`src/rtl/cache_traffic_gen.sv`:
```
// rtl/cache_traffic_gen.sv - CPU-port traffic generator with hit/miss statistics (optional watchdog: TRAFFIC_TIMEOUT_EN)
module cache_traffic_gen #(
  parameter int unsigned          ADDR_W         = 32,
  parameter int unsigned          DATA_W         = 512,
  parameter int unsigned          CNT_W          = 32,
  parameter logic [31:0]          LFSR_SEED      = 32'hACE12468,
  parameter int unsigned          TIMEOUT_CYCLES = 1024
) (
  input  logic              clk_i,
  input  logic              rst_ni,
  input  logic              start_i,
  input  logic              abort_i,
  input  logic [1:0]        mode_i,
  input  logic [CNT_W-1:0]  num_accesses_i,
  input  logic [7:0]        write_pct_i,
  input  logic [ADDR_W-1:0] base_addr_i,
  input  logic [ADDR_W-1:0] region_mask_i,
  input  logic [ADDR_W-1:0] stride_i,
  output logic              cpu_read_o,
  output logic              cpu_write_o,
  output logic [ADDR_W-1:0] cpu_address_o,
  output logic [DATA_W-1:0] cpu_write_data_o,
  input  logic              cache_hit_i,
  input  logic              cache_miss_i,
  input  logic              done_signal_i,
  output logic              busy_o,
  output logic              finished_o,
  output logic [CNT_W-1:0]  hit_count_o,
  output logic [CNT_W-1:0]  miss_count_o,
  output logic              timeout_err_o
);

  localparam logic [31:0] SEED = (LFSR_SEED == 32'h0) ? 32'h1 : LFSR_SEED;
  localparam logic [31:0] TAPS = 32'h80200003;

  typedef enum logic [2:0] {IDLE, SETUP, ISSUE, WAIT_DONE, GAP, FIN} state_t;

  state_t            state_q, state_d;
  logic [31:0]       lfsr_q, lfsr_d;
  logic [ADDR_W-1:0] addr_q, addr_d;
  logic [DATA_W-1:0] data_q, data_d;
  logic              is_write_q, is_write_d;
  logic [1:0]        mode_q;
  logic [CNT_W-1:0]  num_q, idx_q, idx_inc;
  logic [7:0]        wpct_q;
  logic [ADDR_W-1:0] base_q, mask_q, stride_q, stride_acc_q;
  logic [CNT_W-1:0]  hit_q, miss_q;
  logic              finished_q, counted_q, abort_seen_q;
  logic              req_active, wdog_expire;
  logic [ADDR_W-1:0] lfsr_ext;

  assign req_active       = (state_q == ISSUE) || (state_q == WAIT_DONE);
  assign cpu_read_o       = req_active && !is_write_q;
  assign cpu_write_o      = req_active && is_write_q;
  assign cpu_address_o    = addr_q;
  assign cpu_write_data_o = data_q;
  assign busy_o           = (state_q != IDLE) && (state_q != FIN);
  assign finished_o       = finished_q;
  assign hit_count_o      = hit_q;
  assign miss_count_o     = miss_q;
  assign idx_inc          = idx_q + CNT_W'(1);

`ifdef TRAFFIC_TIMEOUT_EN
  logic [31:0] wdog_q;
  logic        timeout_err_q;

  assign wdog_expire   = req_active && !done_signal_i && (wdog_q == 32'(TIMEOUT_CYCLES - 1));
  assign timeout_err_o = timeout_err_q;

  // Watchdog: counts request cycles of the current access; error is sticky until the next start.
  always_ff @(posedge clk_i or negedge rst_ni) begin
    if (!rst_ni) begin
      wdog_q        <= '0;
      timeout_err_q <= 1'b0;
    end else begin
      if (state_q == SETUP)   wdog_q <= '0;
      else if (req_active)    wdog_q <= wdog_q + 32'd1;
      if (state_q == IDLE && start_i) timeout_err_q <= 1'b0;
      else if (wdog_expire)           timeout_err_q <= 1'b1;
    end
  end
`else
  assign wdog_expire   = 1'b0;
  assign timeout_err_o = 1'b0;
`endif

  // Next LFSR value, address, write select and write data for the access being set up.
  always_comb begin
    lfsr_d   = (lfsr_q >> 1) ^ (lfsr_q[0] ? TAPS : 32'h0);
    lfsr_ext = ADDR_W'(lfsr_d);
    case (mode_q)
      2'd1:    addr_d = base_q + (lfsr_ext & mask_q);
      2'd2:    addr_d = base_q + stride_acc_q;
      default: addr_d = lfsr_ext;
    endcase
    is_write_d = ({1'b0, lfsr_d[31:25]} < wpct_q);
    data_d = '0;
    for (int k = 0; k < DATA_W / 32; k++) begin
      data_d[k*32 +: 32] = lfsr_d + 32'(k);
    end
  end

  // FSM next state: one access per SETUP/ISSUE/WAIT_DONE/GAP loop.
  always_comb begin
    state_d = state_q;
    case (state_q)
      IDLE:  if (start_i) state_d = (num_accesses_i == '0) ? FIN : SETUP;
      SETUP: state_d = ISSUE;
      ISSUE, WAIT_DONE: begin
        if (done_signal_i)    state_d = GAP;
        else if (wdog_expire) state_d = FIN;
        else                  state_d = WAIT_DONE;
      end
      GAP:   state_d = ((idx_inc == num_q) || abort_seen_q || abort_i) ? FIN : SETUP;
      FIN:   state_d = IDLE;
      default: state_d = IDLE;
    endcase
  end

  // FSM state register.
  always_ff @(posedge clk_i or negedge rst_ni) begin
    if (!rst_ni) state_q <= IDLE;
    else         state_q <= state_d;
  end

  // Datapath: run configuration, LFSR, request registers, index and statistics.
  always_ff @(posedge clk_i or negedge rst_ni) begin
    if (!rst_ni) begin
      lfsr_q       <= SEED;
      addr_q       <= '0;
      data_q       <= '0;
      is_write_q   <= 1'b0;
      mode_q       <= '0;
      num_q        <= '0;
      idx_q        <= '0;
      wpct_q       <= '0;
      base_q       <= '0;
      mask_q       <= '0;
      stride_q     <= '0;
      stride_acc_q <= '0;
      hit_q        <= '0;
      miss_q       <= '0;
      finished_q   <= 1'b0;
      counted_q    <= 1'b0;
      abort_seen_q <= 1'b0;
    end else begin
      case (state_q)
        IDLE: if (start_i) begin
          mode_q       <= mode_i;
          num_q        <= num_accesses_i;
          wpct_q       <= write_pct_i;
          base_q       <= base_addr_i;
          mask_q       <= region_mask_i;
          stride_q     <= stride_i;
          stride_acc_q <= '0;
          idx_q        <= '0;
          hit_q        <= '0;
          miss_q       <= '0;
          finished_q   <= 1'b0;
          abort_seen_q <= 1'b0;
        end
        SETUP: begin
          lfsr_q     <= lfsr_d;
          addr_q     <= addr_d;
          data_q     <= data_d;
          is_write_q <= is_write_d;
          counted_q  <= 1'b0;
        end
        ISSUE, WAIT_DONE: begin
          // Only the first hit/miss cycle of an access is counted; hit+miss together is a miss.
          if (!counted_q && (cache_hit_i || cache_miss_i)) begin
            counted_q <= 1'b1;
            if (cache_miss_i) begin
              if (miss_q != '1) miss_q <= miss_q + CNT_W'(1);
            end else begin
              if (hit_q != '1) hit_q <= hit_q + CNT_W'(1);
            end
          end
        end
        GAP: begin
          idx_q        <= idx_inc;
          stride_acc_q <= stride_acc_q + stride_q;
        end
        FIN: finished_q <= 1'b1;
        default: ;
      endcase
      if (busy_o && abort_i) abort_seen_q <= 1'b1;
    end
  end

endmodule
```
`config.mk`:
```
export PLATFORM = sky130hd
export DESIGN_NAME = cache_traffic_gen
export DESIGN_NICKNAME = d
export VERILOG_FILES = /design/src/rtl/cache_traffic_gen.sv
export SDC_FILE = /design/constraint.sdc
export NUM_CORES = 2
export LEC_CHECK = 0
export BUFFER_PORTS_ARGS = -buffer_cell sky130_fd_sc_hd__buf_2
export CAP_MARGIN = 10
export CORE_MARGIN = 2
export CORE_UTILIZATION = 35
export CTS_CLUSTER_DIAMETER = 40
export CTS_CLUSTER_SIZE = 10
export DETAILED_ROUTE_END_ITERATION = 10
export SLEW_MARGIN = 40
export SYNTH_ARGS = -nofsm -noshare
export SYNTH_HDL_FRONTEND = slang
export SYNTH_SLANG_ARGS = --single-unit
```
`constraint.sdc`:
```
create_clock -name clk_i -period 5.3 [get_ports clk_i]
set_input_delay 0.265 -clock clk_i [delete_from_list [all_inputs] [get_ports clk_i]]
set_output_delay 0.265 -clock clk_i [all_outputs]
set_load 0.02 [all_outputs]
```
======== After elaboration in Yosys (flattened, before gate mapping) ========
Index checks and enable logic that the tools add are counted.
cells by class
  bitwise logic cells ..................... 2
  equality and inequality tests ........... 17
  $lt $le $gt $ge ......................... 1
  add/sub/neg operators ................... 21
  muxes and demuxes ....................... 24
  reductions and logical operators ........ 28
operator list
  operator                                             number
  case mux 32 bit (2 select lines)                     5
  adder 32 x 4 -> 32 bit, second input constant        8
  two-way mux 32 bit                                   8
  adder 32 x 1 -> 32 bit, second input constant        4
  adder 32 x 3 -> 32 bit, second input constant        4
  adder 32 bit                                         3
  adder 32 x 2 -> 32 bit, second input constant        2
  inequality test 32 bit, second input constant        2
  AND 32 bit                                           1
  equality test 32 bit                                 1
  zero test 32 bit                                     1
  XOR 31 x 32 -> 32 bit                                1
  two-way mux 3 bit                                    4
  inequality test 2 bit, second input constant         6
  case mux 3 bit (4 select lines)                      1
  nonzero test 2 bit                                   6
  AND reduction 2 bit                                  5
  AND reduction 5 bit                                  2
  less-than comparator 7 x 8 -> 1 bit                  1
  equality test 3 x 2 -> 1 bit, second input constant  2
  equality test 3 bit, second input constant           2
  logical AND 1 bit                                    5
  logical OR 1 bit                                     4
  two-way mux 1 bit                                    4
  9 further kinds                                      11
storage, ports and cells
  output and inout port bits .............. 613
  bits in registers ....................... 849
  input port bits ......................... 145
  logic and storage cells ................. 111

======== Longest topological paths before layout ========
  depth after elaboration ................. 6
  mapped depth ............................ 17
  gate-level depth less buffers ........... 15

======== Worst setup path before layout ========
Ideal clock, no wire load.
  kind .................................... reg2reg
  start point ............................. register lfsr_q[8]
  end point ............................... register addr_q[28], in the netlist cpu_address_o[28]
  path slack .............................. 1.414 ns
  period minus slack after synthesis ...... 3.886 ns
  setup time .............................. 0.125 ns
  data arrival time ....................... 3.761 ns
  cell stages (with the launch flop) ...... 16
  cells stage by stage .................... dfrtp_1 clkbuf_1 buf_1 buf_1 nand2_1 o21ai_0 ha_1 a21oi_1 o21ai_0 o41ai_1 o41ai_4 a31oi_1 o21ai_0 o31ai_1 or4_1 nand3_1
on the way
  cells in the longest elaborated chain, start to end .. 4
ends and longest elaborated chain
  what                              line  source
  from (decl)                       39    logic [31:0] lfsr_q, lfsr_d;
  from (signal assigned)            163   lfsr_q <= lfsr_d;
  XOR 31 x 32 -> 32 bit             89    lfsr_d = (lfsr_q >> 1) ^ (lfsr_q[0] ? TAPS : 32'h0);
  AND 32 bit                        92    2'd1: addr_d = base_q + (lfsr_ext & mask_q);
  adder 32 bit                      92
  case mux 32 bit (2 select lines)  91    case (mode_q)
  to (signal assigned)              164   addr_q <= addr_d;
  to (decl)                         40    logic [ADDR_W-1:0] addr_q, addr_d;
Every way passes these cells.
A chain may end at the register's enable or synchronous reset.

======== Worst setup path after layout ========
  start point ............................. register lfsr_q[0]
  end point ............................... register addr_q[28], in the netlist cpu_address_o[28]
on the way
  cells in the longest elaborated chain, start to end .. 5
ends and longest elaborated chain
  what                              line
  two-way mux 32 bit                89
  XOR 31 x 32 -> 32 bit             89
  AND 32 bit                        92
  adder 32 bit                      92
  case mux 32 bit (2 select lines)  91
Every way passes these cells.

==> flow_summary.html <==
<table>
<tr><th>Metric</th><th>Value</th></tr>
<tr><th colspan="2">Run status</th></tr>
<tr><td>Result of the run</td><td>finished clean</td></tr>
<tr><th colspan="2">Drt</th></tr>
<tr><td>Final antenna-violating net count</td><td>0</td></tr>
<tr><td>Iteration-0 DRC count of the detailed router</td><td>3354</td></tr>
<tr><td>DRT Pass-1 Iters</td><td>5</td></tr>
<tr><td>Detailed-route via count</td><td>38600</td></tr>
<tr><td>Routed wire length</td><td>188000 µm</td></tr>
<tr><td>Detail-routed net length per standard cell</td><td>25.9 µm</td></tr>
<tr><td>DRC violation count after routing</td><td>0</td></tr>
<tr><td>Via-to-Cell Ratio</td><td>5.30</td></tr>
<tr><th colspan="2">Worst setup path</th></tr>
<tr><td>Number of buffer and inverter stages on the critical path</td><td>0</td></tr>
<tr><td>Crit path cell chain</td><td>xor2_2, nand2_1, o21ai_0, ha_1, fa_1, a211oi_1, o21bai_1, a21oi_1, o41ai_4, a31oi_1, o21ai_0, o31ai_1, or4_1, nand3_1</td></tr>
<tr><td>Cell family with the largest share of critical-path delay</td><td>compound AO/OA/AOI/OAI gates</td></tr>
<tr><td>Delay of the slowest cell on the worst path</td><td>740 ps</td></tr>
<tr><td>CP max FO</td><td>12</td></tr>
<tr><td>Most Frequent Cell on Critical Path</td><td>sky130_fd_sc_hd__o21ai_0</td></tr>
<tr><td>Startpoint type of the worst setup path</td><td>flip-flop</td></tr>
<tr><td>Category of the critical setup timing path</td><td>flip-flop to flip-flop</td></tr>
<tr><td>Nature of the critical path endpoint</td><td>flip-flop</td></tr>
<tr><td>Data arrival time of the worst path</td><td>4780 ps</td></tr>
<tr><td>Master of the slowest instance on the critical path</td><td>sky130_fd_sc_hd__dfrtp_2</td></tr>
<tr><td>Crit path required time</td><td>5920 ps</td></tr>
<tr><th colspan="2">Timing</th></tr>
<tr><td>Period Utilization, post-route</td><td>0.785</td></tr>
<tr><td>Worst hold slack</td><td>77.2 ps</td></tr>
<tr><td>Minimum period implied by the final worst setup slack</td><td>4160 ps</td></tr>
<tr><td>Slew at the pin closest to its max-slew limit</td><td>941 ps</td></tr>
<tr><td>Worst Skew</td><td>31.8 ps</td></tr>
<tr><td>Slew Viols, Final</td><td>0</td></tr>
<tr><td>Setup repair after global routing missed its margin</td><td>false</td></tr>
<tr><td>Highest clock frequency the design can meet</td><td>240 MHz</td></tr>
<tr><td>Post-layout worst setup margin</td><td>1140 ps</td></tr>
<tr><td>Worst rel slew slack</td><td>0.373</td></tr>
<tr><td>Final setup violation count</td><td>0</td></tr>
<tr><td>Final TNS setup</td><td>0 ps</td></tr>
<tr><td>Hold violation total from the final report</td><td>0</td></tr>
<tr><th colspan="2">Clock network</th></tr>
<tr><td>Clock tree from TritonCTS</td><td>done</td></tr>
<tr><td>Number of buffers between clock root and the deepest sink</td><td>3</td></tr>
<tr><td>Number of gates given a new drive strength after cts</td><td>0</td></tr>
<tr><td>Insertion delay of the later-clocked pin in the worst-skew pair</td><td>760 ps</td></tr>
<tr><td>H-tree depth</td><td>4</td></tr>
<tr><td>Number of post-CTS setup repair buffers</td><td>0</td></tr>
<tr><td>Root cell of the clock tree</td><td>sky130_fd_sc_hd__clkbuf_16</td></tr>
<tr><td>CTS clk-pin slew, worst paths</td><td>50 ps</td></tr>
<tr><td>Number of clock sinks seen by CTS</td><td>796</td></tr>
<tr><td>Quantity of hold-fixing buffers added after cts</td><td>144</td></tr>
<tr><td>CTS buffer count</td><td>146</td></tr>
<tr><th colspan="2">Place</th></tr>
<tr><td>Placed wire-length estimate after detailed placement</td><td>136000 µm</td></tr>
<tr><td>Post-Place Worst Slack</td><td>1200 ps</td></tr>
<tr><td>Final weighted congestion of routability-driven global placement</td><td>0.957</td></tr>
<tr><td>Total of buffers placed on input and output ports</td><td>756</td></tr>
<tr><th colspan="2">Yosys</th></tr>
<tr><td>Number of enable flip-flop cells after synthesis</td><td>0</td></tr>
<tr><td>Ys Warns</td><td>0</td></tr>
<tr><td>Nets in the synthesized netlist</td><td>5070</td></tr>
<tr><td>Synth area leaders</td><td>sky130_fd_sc_hd__dfrtp_1 (47%), sky130_fd_sc_hd__nand2_1 (12%), sky130_fd_sc_hd__o21ai_0 (7.4%)</td></tr>
<tr><td>Fraction of post-synthesis cell area in the top cell type by area</td><td>0.472</td></tr>
<tr><td>Most frequently used cell type in the post-synthesis netlist</td><td>sky130_fd_sc_hd__nand2_1</td></tr>
<tr><td>Cell count after synthesis</td><td>4837</td></tr>
<tr><td>Ranking of synthesized cells by instance count</td><td>sky130_fd_sc_hd__nand2_1 (1379), sky130_fd_sc_hd__dfrtp_1 (783), sky130_fd_sc_hd__o21ai_0 (612)</td></tr>
<tr><td>Number of synthesized register bits</td><td>796</td></tr>
<tr><td>Prevailing post-synth register cell</td><td>sky130_fd_sc_hd__dfrtp_1</td></tr>
<tr><td>Summed instance area of the synthesized netlist</td><td>41500 µm²</td></tr>
<tr><td>Post-synthesis sequential area ratio</td><td>0.480</td></tr>
<tr><td>Fraction of synthesis flops using an asynchronous set or reset pin</td><td>1.00</td></tr>
<tr><td>Number of distinct standard cells referenced by the synthesized netlist</td><td>78</td></tr>
<tr><td>Post-synthesis average cell area</td><td>8.58 µm²</td></tr>
<tr><td>Cell taking the most area after synthesis</td><td>sky130_fd_sc_hd__dfrtp_1</td></tr>
<tr><th colspan="2">Floorplan</th></tr>
<tr><td>Overall die area</td><td>121000 µm²</td></tr>
<tr><td>Die outline width</td><td>348 µm</td></tr>
<tr><td>Core Area</td><td>118000 µm²</td></tr>
<tr><td>Number of I/O pins</td><td>758</td></tr>
<tr><td>Starting utilization of the core area</td><td>0.352</td></tr>
<tr><td>Total number of placement rows</td><td>126</td></tr>
<tr><td>Floorplan die height</td><td>348 µm</td></tr>
<tr><th colspan="2">Global route</th></tr>
<tr><td>Antenna violations before repair</td><td>15</td></tr>
<tr><td>Residual overflow from global routing</td><td>0</td></tr>
<tr><td>Pin count of the biggest net entering global routing</td><td>250</td></tr>
<tr><td>Vias in the first global route</td><td>37900</td></tr>
<tr><td>First-pass GRT wire length</td><td>270000 µm</td></tr>
<tr><td>Overall Global Routing Usage</td><td>0.306</td></tr>
<tr><th colspan="2">Layout</th></tr>
<tr><td>Area of the multi-input gates</td><td>20100 µm²</td></tr>
<tr><td>Total Nets Final</td><td>5848</td></tr>
<tr><td>Layout cells sized above 1</td><td>0.207</td></tr>
<tr><td>Layout-stage area growth over the synthesis result</td><td>28.6%</td></tr>
<tr><td>Filler cells</td><td>11700</td></tr>
<tr><td>Register area</td><td>20000 µm²</td></tr>
<tr><th colspan="2">Job</th></tr>
<tr><td>Total of max-cap violations</td><td>0</td></tr>
<tr><th colspan="2">Hold path</th></tr>
<tr><td>Path type of the worst min-delay path</td><td>input pin to async pin</td></tr>
<tr><th colspan="2">Power</th></tr>
<tr><td>Leakage power total</td><td>0.0251 µW</td></tr>
<tr><td>Worst ir drop on vdd</td><td>552 µV</td></tr>
<tr><td>Power per unit of standard cell area</td><td>654 nW/µm²</td></tr>
</table>
[state kept, by name, indices dropped and copies added, names as in the netlist]
| signal | cells |
|---|---|
| finished_o | 1 |
| counted_q | 1 |
| lfsr_q | 32 |
| idx_q | 32 |
| cpu_write_data_o | 459 |
| stride_acc_q | 32 |
| num_q | 32 |
| mode_q | 2 |
| hit_count_o | 32 |
| miss_count_o | 32 |
| wpct_q | 8 |
| abort_seen_q | 1 |
| state_q | 3 |
| base_q | 32 |
| is_write_q | 1 |
| mask_q | 32 |
| cpu_address_o | 32 |
| stride_q | 32 |
[cells by family after synthesis]
logic type                 count (synthesis)  share of synthesized area
and+or+nand+nor                         2068                      0.208
muxes                                      6                    0.00151
DFF                                      796                      0.480
xor gates and xnor gates                 574                      0.121
adders and majority gates                 88                     0.0269
other                                      1                  0.0000904
AOI/OAI and AO/OA                        914                      0.121
buffers and inverters                    390                     0.0408
[per-stage QoR]
step	area (µm²)	instances	power [µW]	util
floorplan	41500	4837	18700	-
global placement	46500	6855	24700	0.395
detailed placement	46700	6858	24900	0.397
CTS	53300	7272	35000	0.453
global route	53400	7277	36700	0.453
finish	53400	7278	34900	0.453
[final timing paths]
path                                        from                     to  slack, ps  depth (start not counted)
setup / recovery                       lfsr_q[0]      cpu_address_o[28]       1140                         14
hold / removal                            rst_ni  cpu_write_data_o[218]         80                          2
setup reg to reg                       lfsr_q[0]      cpu_address_o[28]       1140                         14
hold reg to reg            cpu_write_data_o[408]  cpu_write_data_o[408]        470                          2
max in group asynchronous                 rst_ni           stride_q[14]       3840                          4
min in group clk_i                       start_i             finished_o        100                          4
[report_power, final]
part	leakage, µW	internal, µW	switching [µW]	total [µW]
Sequential	0.0104	8280	2150	10400
Combinational	0.0121	4410	10200	14600
Clock	0.00251	6320	3560	9880
[layout make-up]
type	count	share of cell area
Antenna cell	5	0.000234
Clock inverter	93	0.0229
Multi-Input combinational cell	3651	0.376
Sequential cell	796	0.374
Tap cell	1536	0.0360
Inverter	36	0.00253
Timing Repair Buffer	984	0.114
Clock buffer	177	0.0742
[layer usage]
| metal | vias up | part of all wire | GRT usage |
|---|---|---|---|
| li1 | 17500 | - | - |
| met1 | 18800 | 0.40 | 0.381 |
| met2 | 1728 | 0.44 | 0.472 |
| met3 | 466 | 0.094 | 0.0920 |
| met4 | 6 | 0.063 | 0.173 |
| met5 | - | 0.00021 | 0 |
[layout by cell type (no fill, tap or decap), types with 21 or more instances in the layout]
| cell type | count |
|---|---|
| sky130_fd_sc_hd__nand2_1 | 1377 |
| sky130_fd_sc_hd__dfrtp_1 | 766 |
| sky130_fd_sc_hd__buf_2 | 755 |
| sky130_fd_sc_hd__o21ai_0 | 612 |
| sky130_fd_sc_hd__nor2_1 | 309 |
| sky130_fd_sc_hd__xor2_1 | 306 |
| sky130_fd_sc_hd__xnor2_1 | 264 |
| sky130_fd_sc_hd__clkbuf_16 | 148 |
| sky130_fd_sc_hd__dlygate4sd3_1 | 144 |
| sky130_fd_sc_hd__a21oi_1 | 131 |
| sky130_fd_sc_hd__nand3_1 | 105 |
| sky130_fd_sc_hd__ha_1 | 83 |
| sky130_fd_sc_hd__buf_4 | 67 |
| sky130_fd_sc_hd__nor3_1 | 50 |
| sky130_fd_sc_hd__and3_1 | 40 |
| sky130_fd_sc_hd__a21o_1 | 38 |
| sky130_fd_sc_hd__nand4_1 | 37 |
| sky130_fd_sc_hd__inv_1 | 36 |
| sky130_fd_sc_hd__a31oi_1 | 26 |
| sky130_fd_sc_hd__clkinv_2 | 26 |
| sky130_fd_sc_hd__or3_1 | 23 |
| sky130_fd_sc_hd__o31ai_1 | 21 |
No activity file was read; power rests on OpenSTA's default activity.
